File: config.mk
export PLATFORM = sky130hd
export DESIGN_NAME = hack_mem_arbiter_flat
export DESIGN_NICKNAME = d
export VERILOG_FILES = /design/src/rtl/hack_mem_arbiter_if.sv /design/src/rtl/hack_mem_arbiter.sv /design/src/flat_wrapper.sv
export SDC_FILE = /design/constraint.sdc
export NUM_CORES = 1
export LEC_CHECK = 0
export BUFFER_PORTS_ARGS = -buffer_cell sky130_fd_sc_hd__buf_2
export CORE_MARGIN = 2
export CORE_UTILIZATION = 44
export CTS_CLUSTER_DIAMETER = 200
export DETAILED_ROUTE_END_ITERATION = 12
export PLACE_DENSITY_LB_ADDON = 0.08
export SYNTH_ARGS = -nofsm -noshare
export SYNTH_HDL_FRONTEND = slang
export SYNTH_SLANG_ARGS = --single-unit
File: constraint.sdc
create_clock -name clock -period 2.8 [get_ports clock]
set_input_delay 0.42 -clock clock [delete_from_list [all_inputs] [get_ports clock]]
set_output_delay 0.42 -clock clock [all_outputs]
set_load 0.1 [all_outputs]
File: src/rtl/hack_mem_arbiter_if.sv
// Bus bundle between the Hack data-memory arbiter, its two requesters
// (CPU and DMA) and the single shared memory port.
interface hack_mem_arbiter_if #(
  parameter int CNT_W = 16
);
  logic             cpu_req;
  logic             cpu_we;
  logic [14:0]      cpu_addr;
  logic [15:0]      cpu_wdata;
  logic             cpu_gnt;
  logic [15:0]      cpu_rdata;
  logic             cpu_rvalid;

  logic             dma_req;
  logic             dma_we;
  logic [14:0]      dma_addr;
  logic [15:0]      dma_wdata;
  logic             dma_gnt;
  logic [15:0]      dma_rdata;
  logic             dma_rvalid;

  logic [14:0]      mem_addr;
  logic [15:0]      mem_wdata;
  logic             mem_load;
  logic [15:0]      mem_rdata;

  logic             wr_err;
  logic [CNT_W-1:0] conflict_cnt;

  // Requester and memory side: drives requests and memory read data.
  modport master (
    output cpu_req, cpu_we, cpu_addr, cpu_wdata,
    input  cpu_gnt, cpu_rdata, cpu_rvalid,
    output dma_req, dma_we, dma_addr, dma_wdata,
    input  dma_gnt, dma_rdata, dma_rvalid,
    input  mem_addr, mem_wdata, mem_load,
    output mem_rdata,
    input  wr_err, conflict_cnt
  );

  // Arbiter side: takes requests, drives grants and the memory port.
  modport slave (
    input  cpu_req, cpu_we, cpu_addr, cpu_wdata,
    output cpu_gnt, cpu_rdata, cpu_rvalid,
    input  dma_req, dma_we, dma_addr, dma_wdata,
    output dma_gnt, dma_rdata, dma_rvalid,
    output mem_addr, mem_wdata, mem_load,
    input  mem_rdata,
    output wr_err, conflict_cnt
  );
endinterface

File: src/rtl/hack_mem_arbiter.sv
// Shares the single Hack data-memory port between the CPU and a DMA engine.
// CPU has priority; a waiting DMA is forced through after STARVE_MAX lost
// cycles. Writes into the keyboard/unmapped region 0x6000..0x7FFF are granted
// but dropped, and flagged one cycle later on wr_err.
// STARVE_MAX must lie in 1..15 so that it fits the 4-bit starve counter.
module hack_mem_arbiter #(
  parameter int STARVE_MAX = 4,
  parameter int CNT_W      = 16
) (
  input logic               clock,
  input logic               reset,
  hack_mem_arbiter_if.slave bus
);

  localparam logic [3:0] STARVE_LIM = 4'(STARVE_MAX);

  logic [3:0]       r_starve;
  logic [CNT_W-1:0] r_conflictCnt;
  logic [15:0]      r_cpuRdata;
  logic [15:0]      r_dmaRdata;
  logic             r_cpuRvalid;
  logic             r_dmaRvalid;
  logic             r_wrErr;

  logic             w_cpuGnt;
  logic             w_dmaGnt;
  logic             w_winWe;
  logic [14:0]      w_memAddr;
  logic [15:0]      w_memWdata;
  logic             w_protHit;
  logic             w_memLoad;
  logic             w_conflict;

  assign w_conflict = bus.cpu_req & bus.dma_req;

  // Pick this cycle's winner; CPU first unless the DMA has starved long enough.
  always_comb begin
    w_cpuGnt = 1'b0;
    w_dmaGnt = 1'b0;
    if (!reset) begin
      if (w_conflict) begin
        if (r_starve == STARVE_LIM) begin
          w_dmaGnt = 1'b1;
        end else begin
          w_cpuGnt = 1'b1;
        end
      end else if (bus.cpu_req) begin
        w_cpuGnt = 1'b1;
      end else if (bus.dma_req) begin
        w_dmaGnt = 1'b1;
      end
    end
  end

  // Steer the winner onto the memory port; idle cycles park on the CPU inputs.
  always_comb begin
    w_memAddr  = bus.cpu_addr;
    w_memWdata = bus.cpu_wdata;
    w_winWe    = 1'b0;
    if (reset) begin
      w_memAddr  = 15'h0000;
      w_memWdata = 16'h0000;
    end else if (w_dmaGnt) begin
      w_memAddr  = bus.dma_addr;
      w_memWdata = bus.dma_wdata;
      w_winWe    = bus.dma_we;
    end else if (w_cpuGnt) begin
      w_winWe    = bus.cpu_we;
    end
  end

  assign w_protHit = (w_memAddr[14:13] == 2'b11);
  assign w_memLoad = w_winWe & ~w_protHit;

  // Count consecutive cycles a requesting DMA loses to the CPU.
  always_ff @(posedge clock or posedge reset) begin
    if (reset) begin
      r_starve <= 4'd0;
    end else if (w_dmaGnt || !bus.dma_req) begin
      r_starve <= 4'd0;
    end else if (w_cpuGnt && r_starve < STARVE_LIM) begin
      r_starve <= r_starve + 4'd1;
    end
  end

  // Saturating count of cycles in which both ports wanted the memory.
  always_ff @(posedge clock or posedge reset) begin
    if (reset) begin
      r_conflictCnt <= '0;
    end else if (w_conflict && r_conflictCnt != '1) begin
      r_conflictCnt <= r_conflictCnt + CNT_W'(1);
    end
  end

  // Capture read data for whichever port won a read; the other port holds.
  always_ff @(posedge clock or posedge reset) begin
    if (reset) begin
      r_cpuRdata  <= 16'h0000;
      r_dmaRdata  <= 16'h0000;
      r_cpuRvalid <= 1'b0;
      r_dmaRvalid <= 1'b0;
    end else begin
      r_cpuRvalid <= w_cpuGnt & ~bus.cpu_we;
      r_dmaRvalid <= w_dmaGnt & ~bus.dma_we;
      if (w_cpuGnt && !bus.cpu_we) begin
        r_cpuRdata <= bus.mem_rdata;
      end
      if (w_dmaGnt && !bus.dma_we) begin
        r_dmaRdata <= bus.mem_rdata;
      end
    end
  end

  // Flag a granted write that was dropped because it hit the protected region.
  always_ff @(posedge clock or posedge reset) begin
    if (reset) begin
      r_wrErr <= 1'b0;
    end else begin
      r_wrErr <= w_winWe & w_protHit;
    end
  end

  assign bus.cpu_gnt      = w_cpuGnt;
  assign bus.dma_gnt      = w_dmaGnt;
  assign bus.mem_addr     = w_memAddr;
  assign bus.mem_wdata    = w_memWdata;
  assign bus.mem_load     = w_memLoad;
  assign bus.cpu_rdata    = r_cpuRdata;
  assign bus.dma_rdata    = r_dmaRdata;
  assign bus.cpu_rvalid   = r_cpuRvalid;
  assign bus.dma_rvalid   = r_dmaRvalid;
  assign bus.wr_err       = r_wrErr;
  assign bus.conflict_cnt = r_conflictCnt;

endmodule
File: src/flat_wrapper.sv
// flat-port wrapper written by rule: the top's interface ports become plain ports
module hack_mem_arbiter_flat 
#(
  parameter int STARVE_MAX = 4,
  parameter int CNT_W      = 16
)
  (clock, reset, bus_cpu_req, bus_cpu_we, bus_cpu_addr, bus_cpu_wdata, bus_cpu_gnt, bus_cpu_rdata, bus_cpu_rvalid, bus_dma_req, bus_dma_we, bus_dma_addr, bus_dma_wdata, bus_dma_gnt, bus_dma_rdata, bus_dma_rvalid, bus_mem_addr, bus_mem_wdata, bus_mem_load, bus_mem_rdata, bus_wr_err, bus_conflict_cnt);
  hack_mem_arbiter_if #(.CNT_W(CNT_W)) bus_i ();
  input logic clock;
  input logic reset;
  input wire logic [$bits(bus_i.cpu_req)-1:0] bus_cpu_req;
  input wire logic [$bits(bus_i.cpu_we)-1:0] bus_cpu_we;
  input wire logic [$bits(bus_i.cpu_addr)-1:0] bus_cpu_addr;
  input wire logic [$bits(bus_i.cpu_wdata)-1:0] bus_cpu_wdata;
  output wire logic [$bits(bus_i.cpu_gnt)-1:0] bus_cpu_gnt;
  output wire logic [$bits(bus_i.cpu_rdata)-1:0] bus_cpu_rdata;
  output wire logic [$bits(bus_i.cpu_rvalid)-1:0] bus_cpu_rvalid;
  input wire logic [$bits(bus_i.dma_req)-1:0] bus_dma_req;
  input wire logic [$bits(bus_i.dma_we)-1:0] bus_dma_we;
  input wire logic [$bits(bus_i.dma_addr)-1:0] bus_dma_addr;
  input wire logic [$bits(bus_i.dma_wdata)-1:0] bus_dma_wdata;
  output wire logic [$bits(bus_i.dma_gnt)-1:0] bus_dma_gnt;
  output wire logic [$bits(bus_i.dma_rdata)-1:0] bus_dma_rdata;
  output wire logic [$bits(bus_i.dma_rvalid)-1:0] bus_dma_rvalid;
  output wire logic [$bits(bus_i.mem_addr)-1:0] bus_mem_addr;
  output wire logic [$bits(bus_i.mem_wdata)-1:0] bus_mem_wdata;
  output wire logic [$bits(bus_i.mem_load)-1:0] bus_mem_load;
  input wire logic [$bits(bus_i.mem_rdata)-1:0] bus_mem_rdata;
  output wire logic [$bits(bus_i.wr_err)-1:0] bus_wr_err;
  output wire logic [$bits(bus_i.conflict_cnt)-1:0] bus_conflict_cnt;
  assign bus_i.cpu_req = bus_cpu_req;
  assign bus_i.cpu_we = bus_cpu_we;
  assign bus_i.cpu_addr = bus_cpu_addr;
  assign bus_i.cpu_wdata = bus_cpu_wdata;
  assign bus_cpu_gnt = bus_i.cpu_gnt;
  assign bus_cpu_rdata = bus_i.cpu_rdata;
  assign bus_cpu_rvalid = bus_i.cpu_rvalid;
  assign bus_i.dma_req = bus_dma_req;
  assign bus_i.dma_we = bus_dma_we;
  assign bus_i.dma_addr = bus_dma_addr;
  assign bus_i.dma_wdata = bus_dma_wdata;
  assign bus_dma_gnt = bus_i.dma_gnt;
  assign bus_dma_rdata = bus_i.dma_rdata;
  assign bus_dma_rvalid = bus_i.dma_rvalid;
  assign bus_mem_addr = bus_i.mem_addr;
  assign bus_mem_wdata = bus_i.mem_wdata;
  assign bus_mem_load = bus_i.mem_load;
  assign bus_i.mem_rdata = bus_mem_rdata;
  assign bus_wr_err = bus_i.wr_err;
  assign bus_conflict_cnt = bus_i.conflict_cnt;
  hack_mem_arbiter #(.STARVE_MAX(STARVE_MAX), .CNT_W(CNT_W)) u_core (.clock(clock), .reset(reset), .bus(bus_i));
endmodule
Word-level counts from Yosys, hierarchy flattened. Index checks and enable logic that the tools add are counted.

Flip-flop bits (word level): 55. Bits of input ports: 84. Output and inout bits: 85. Logic and storage cells: 48.

Add/sub/neg operators: 2. Magnitude comparators: 1. Equality and inequality tests: 3. Mux-type cells: 18. Bitwise gates (word level): 8. Reduce and logical (&&, ||, !) cells: 9.

Operators with widths (count): $mux 16 (2); $mux 15 (2); $add 16x1->16 const B (1); $ne 16x16->1 const B (1); $mux 1 (12); $mux 4 (2); $and 1x1->1 (5); $add 4x1->4 const B (1); $eq 4x3->1 const B (1); $logic_and 1x1->1 (4); $lt 4x3->1 const B (1); $logic_not 1->1 (3); $not 1->1 (3); $eq 2x2->1 const B (1); $reduce_bool 2->1 (1); $logic_or 1x1->1 (1).

Depth between registers and ports, before layout.
Depth after elaboration: 9. Mapped depth: 8. Mapped depth without buffers: 6.

Least setup slack after synthesis. Ideal clock, no wire load.

Path kind: register to output. Start point: register u_core.r_starve[0]. End point: output port bus_mem_load. Data arrival time: 3.854 ns. Required time: 2.380 ns. Slack: -1.474 ns. Stages on the path, launching flop included: 7. Path buffers: 0. Cell sequence: dfrtp_1 > inv_1 > ha_1 > and3b_2 > a21oi_1 > a32oi_1 > nor2_1.

Elaborated cells between the ends (all ways): 15. Those cells by class: 2 x eq/ne; 11 x mux; 2 x bitwise.

RTL lines: from (decl) (line hack_mem_arbiter.sv:17) `logic [3:0] r_starve;`; from (signal assigned) (line hack_mem_arbiter.sv:82) `r_starve <= r_starve + 4'd1;`; $eq 4x3->1 (line hack_mem_arbiter.sv:42) `if (r_starve == STARVE_LIM) begin`; $mux 1 (line hack_mem_arbiter.sv:42); $mux 1 (line hack_mem_arbiter.sv:41) `if (w_conflict) begin`; $mux 1 (line hack_mem_arbiter.sv:40) `if (!reset) begin`; via bus_cpu_gnt (line flat_wrapper.sv:15) `output wire logic [$bits(bus_i.cpu_gnt)-1:0] bus_cpu_gnt;`; $mux 1 (line hack_mem_arbiter.sv:67) `end else if (w_cpuGnt) begin`; $mux 1 (line hack_mem_arbiter.sv:63) `end else if (w_dmaGnt) begin`; $mux 1 (line hack_mem_arbiter.sv:60) `if (reset) begin`; $and 1x1->1 (line hack_mem_arbiter.sv:73) `assign w_memLoad = w_winWe & ~w_protHit;`; to (decl) (line flat_wrapper.sv:27) `output wire logic [$bits(bus_i.mem_load)-1:0] bus_mem_load;`.

The timed path passes the listed nets, and every way through them passes these cells.

Final worst setup path.
Start point: register u_core.r_starve[0]. End point: output port bus_mem_wdata[7].

Longest elaborated chain between the ends: 6.

Ends and longest elaborated chain: $eq 4x3->1 (line hack_mem_arbiter.sv:42); $mux 1 (line hack_mem_arbiter.sv:42); $mux 1 (line hack_mem_arbiter.sv:41); $mux 1 (line hack_mem_arbiter.sv:40); $mux 16 (line hack_mem_arbiter.sv:63); $mux 16 (line hack_mem_arbiter.sv:60); to (decl) (line flat_wrapper.sv:26) `output wire logic [$bits(bus_i.mem_wdata)-1:0] bus_mem_wdata;`.

Every way passes these cells.

==> results.yml <==
status:
  status: "finished clean"
timing:
  skew_ns: 0.00325
  period_share: 0.925
  setup_viol: 0
  hold_slack_ns: 0.349
  hold_viol_final: 0
  slew_viol_final: 0
  finalCriticalPeriod_ns: 2.59
  fmax_mhz: 386
  max_slew_margin: 0.538
  rsz0062_at_grt: "false"
  tightest_slew_ns: 0.692
setup_path:
  crit_chain: "inv_1, ha_1, and3b_2, o21ai_2, buf_12, nand2_1, a21oi_2, buf_12"
  crit_top_cell: "buf_12"
  critical_path_class: "reg -> out"
  worstRegToRegCells: 7
  worst_ep_arrival_time_ns: 2.17
  worstPathRequired_ns: 2.38
  reg2reg_slack_ns: 0.72
  setup.worst_path.start_class: "register"
  critPathSlowestCell: "dfrtp_1"
  end_kind: "primary output"
  critPathMaxStageDelay_ns: 0.40
  critPathMaxFanout: 31
  reg2reg_to: "u_core.bus.dma_rdata[14]"
  r2r_start: "u_core.r_starve[0]"
floorplan:
  die-width_um: 84.1
  core_um2: 6280
  die_height_um: 84.1
  ios: 169
  row_count: 29
  initial_core_util: 0.450
  die_area_um2: 7070
synthesis:
  yosysTopAreaCell: "dfrtp_1"
  synth_adder_area_share: 0.0133
  synth_edf_count: 0
  synth_xor_area_frac: 0.0403
  yosys_register_bits: 55
  synth_top_family_by_area: "simple AND/OR/NAND/NOR gates"
  yosys-top-cells-area: "dfrtp_1, mux2_2, nand2_1"
  synth_nets: 371
  synth-seq-area-share: 0.487
  syn-cell-area_um2: 2820
  synth_compound_area_frac: 0.0811
  yosysUniqueCellTypes: 36
  synth-simple-area-share: 0.183
  synth_mux_area_frac: 0.158
  syn_inst: 284
  yosysTopAreaCellShare: 0.487
  ys.flop_type: "dfrtp_1"
  synth_warnings: 0
  ys_async_sr_fraction: 1.00
  syn_area_per_cell_um2: 9.94
pwr:
  clkPwrFrac: 0.132
  internal-power_w: 0.00154
  pwr-share-comb: 0.567
  power_density_nw_per_um2: 791
  p_seq_frac: 0.301
  power_switching_w: 0.00197
  ir_drop_mv: 0.662
  sw_frac_of_total: 0.561
  p_leak_nw: 2.24
  power_w: 0.00351
detailed_routing:
  vias_per_cell: 5.06
  wl_um: 7970
  drtAntennaViolNets: 0
  avgRoutedWirePerCell_um: 15.0
  vias: 2682
  first_pass_iters: 4
  dr.first_iter.drc_count: 140
  drc_errors: 0
grt:
  grt_first_pass_wirelength_um: 13200
  grt_max_degree: 56
  antenna_found_initial: 0
  grt_pass1_vias: 2793
  grt_usage: 0.229
  overflow: 0
finish:
  layout-drive-gt1-share: 0.561
  n_antenna_cell: 0
  stdcell_area_um2: 4440
  areaGrowthSynthToFinish_pct: 57.2
  fin_util: 0.707
  fin_nets: 539
  fill_cells: 495
clock_network:
  hold_buffers: 0
  cts_buffers: 5
  clockRootBuffer: "clkbuf_8"
  cts_tree: "built"
  cts_max_level: 2
  clock-sinks: 55
  cts_setup_buffers: 0
  cts_resized: 0
  clk_latency_ns: 0.31
  cts_max_path_buffers: 2
  path_clk_slew_ns: 0.10
placement:
  place_congestion: 0.807
  numPortBuffers: 168
  dp_hpwl_um: 6240
  placed_area_um2: 4340
hold_path:
  min-delay-start: "bus_mem_rdata[3]"
  hold_class: "in -> reg"
  whs_endpoint: "u_core.bus.dma_rdata[3]"
  min_path_cells: 2
job:
  drv_cap: 0
==> final cells by class <==
type                            instances  area [um2]  share of cell area
Sequential cell                        55        1380               0.310
Clock buffer                            5        68.8              0.0155
Inverter                                7        30.0             0.00676
Tap cell                               77        96.3              0.0217
Clock inverter                          3        28.8             0.00648
Multi-Input combinational cell        208        1470               0.331
Timing Repair Buffer                  175        1370               0.309
==> power by group through the flow <==
stage               Combinational [W]  Clock (W)  Sequential, W
finish                        0.00199   0.000463        0.00106
global placement              0.00198          0        0.00107
CTS                           0.00200   0.000476        0.00106
floorplan                    0.000511          0        0.00212
global route                  0.00205   0.000504        0.00109
detailed placement            0.00200          0        0.00107
==> how the worst max path moves through the flow <==
stage | slack [ns] | to | from
finish | 0.21 | bus_mem_wdata[7] | u_core.r_starve[0]
detailed placement | 0.56 | bus_mem_addr[5] | u_core.r_starve[0]
global placement | 0.59 | bus_mem_addr[5] | u_core.r_starve[0]
global route | 0.08 | bus_mem_wdata[7] | u_core.r_starve[0]
CTS | 0.20 | bus_mem_addr[5] | u_core.r_starve[0]
floorplan | -0.37 | bus_mem_load | u_core.r_starve[0]
==> flip-flops by register name, summed over array words and instances (netlist names) <==
signal and count:
u_core.bus.cpu_rvalid 1, u_core.bus.dma_rvalid 1, u_core.bus.conflict_cnt 16, u_core.bus.wr_err 1
u_core.bus.dma_rdata 16, u_core.r_starve 4, u_core.bus.cpu_rdata 16
==> Yosys cell counts (2+ instances only) <==
| cell type | instances |
|---|---|
| mux2i_1 | 3 |
| nand2b_1 | 2 |
| nand4_1 | 4 |
| nor2_1 | 11 |
| ha_1 | 3 |
| mux2_2 | 25 |
| xor2_1 | 12 |
| dfrtp_1 | 55 |
| a21oi_1 | 35 |
| nor4_1 | 5 |
| nand3_1 | 6 |
| nand2_1 | 70 |
| clkbuf_1 | 9 |
| inv_1 | 7 |
| buf_6 | 2 |
| mux2_4 | 9 |
| nor2b_1 | 2 |
| nor3_1 | 5 |
| buf_4 | 2 |
==> cell usage in the layout (no fill, tap or decap), types with 2 or more instances in the layout <==
master    Yosys  routed
a21oi_1      35       3
a21oi_2       0      32
buf_12        0      32
buf_2         1     137
buf_4         2       6
clkbuf_8      0       5
clkinv_4      0       2
dfrtp_1      55      55
ha_1          3       3
inv_1         7       6
mux2_2       25      25
mux2_4        9       9
mux2i_1       3       3
nand2_1      70      70
nand2b_1      2       2
nand3_1       6       6
nand4_1       4       4
nor2_1       11      10
nor2b_1       2       2
nor3_1        5       5
nor4_1        5       5
xor2_1       12      12
==> metrics by stage <==
| step | cells | setup TNS, ns | setup WS [ns] |
|---|---|---|---|
| final | 530 | 0 | 0.210 |
| after global routing | 530 | 0 | 0.0772 |
| after CTS | 530 | 0 | 0.200 |
| after detailed placement | 522 | 0 | 0.564 |
| after global placement | 522 | 0 | 0.593 |
| after floorplan | 284 | -0.374 | -0.374 |
==> critical path, delay by kind of cell (launching register included) <==
family | cells | cell delay (ns)
buf+inv | 3 | 0.47
simple gates | 2 | 0.33
fa+ha+maj | 1 | 0.18
flops | 1 | 0.40
compound gates | 2 | 0.47
==> per-layer routing <==
| layer | track usage | routed length [um] | vias up |
|---|---|---|---|
| met1 | 0.277 | 3170 | 1250 |
| li1 | - | - | 1301 |
| met4 | 0.0704 | 122 | 0 |
| met3 | 0.0544 | 606 | 12 |
| met5 | 0 | 0 | - |
| met2 | 0.402 | 4070 | 119 |
==> kinds of logic after synthesis <==
group / count (synthesis)
simple gates: 113
flops: 55
compound gates: 42
mux: 37
buf+inv: 21
xor+xnor: 13
fa+ha+maj: 3
Power figures use the tool's default switching activity.
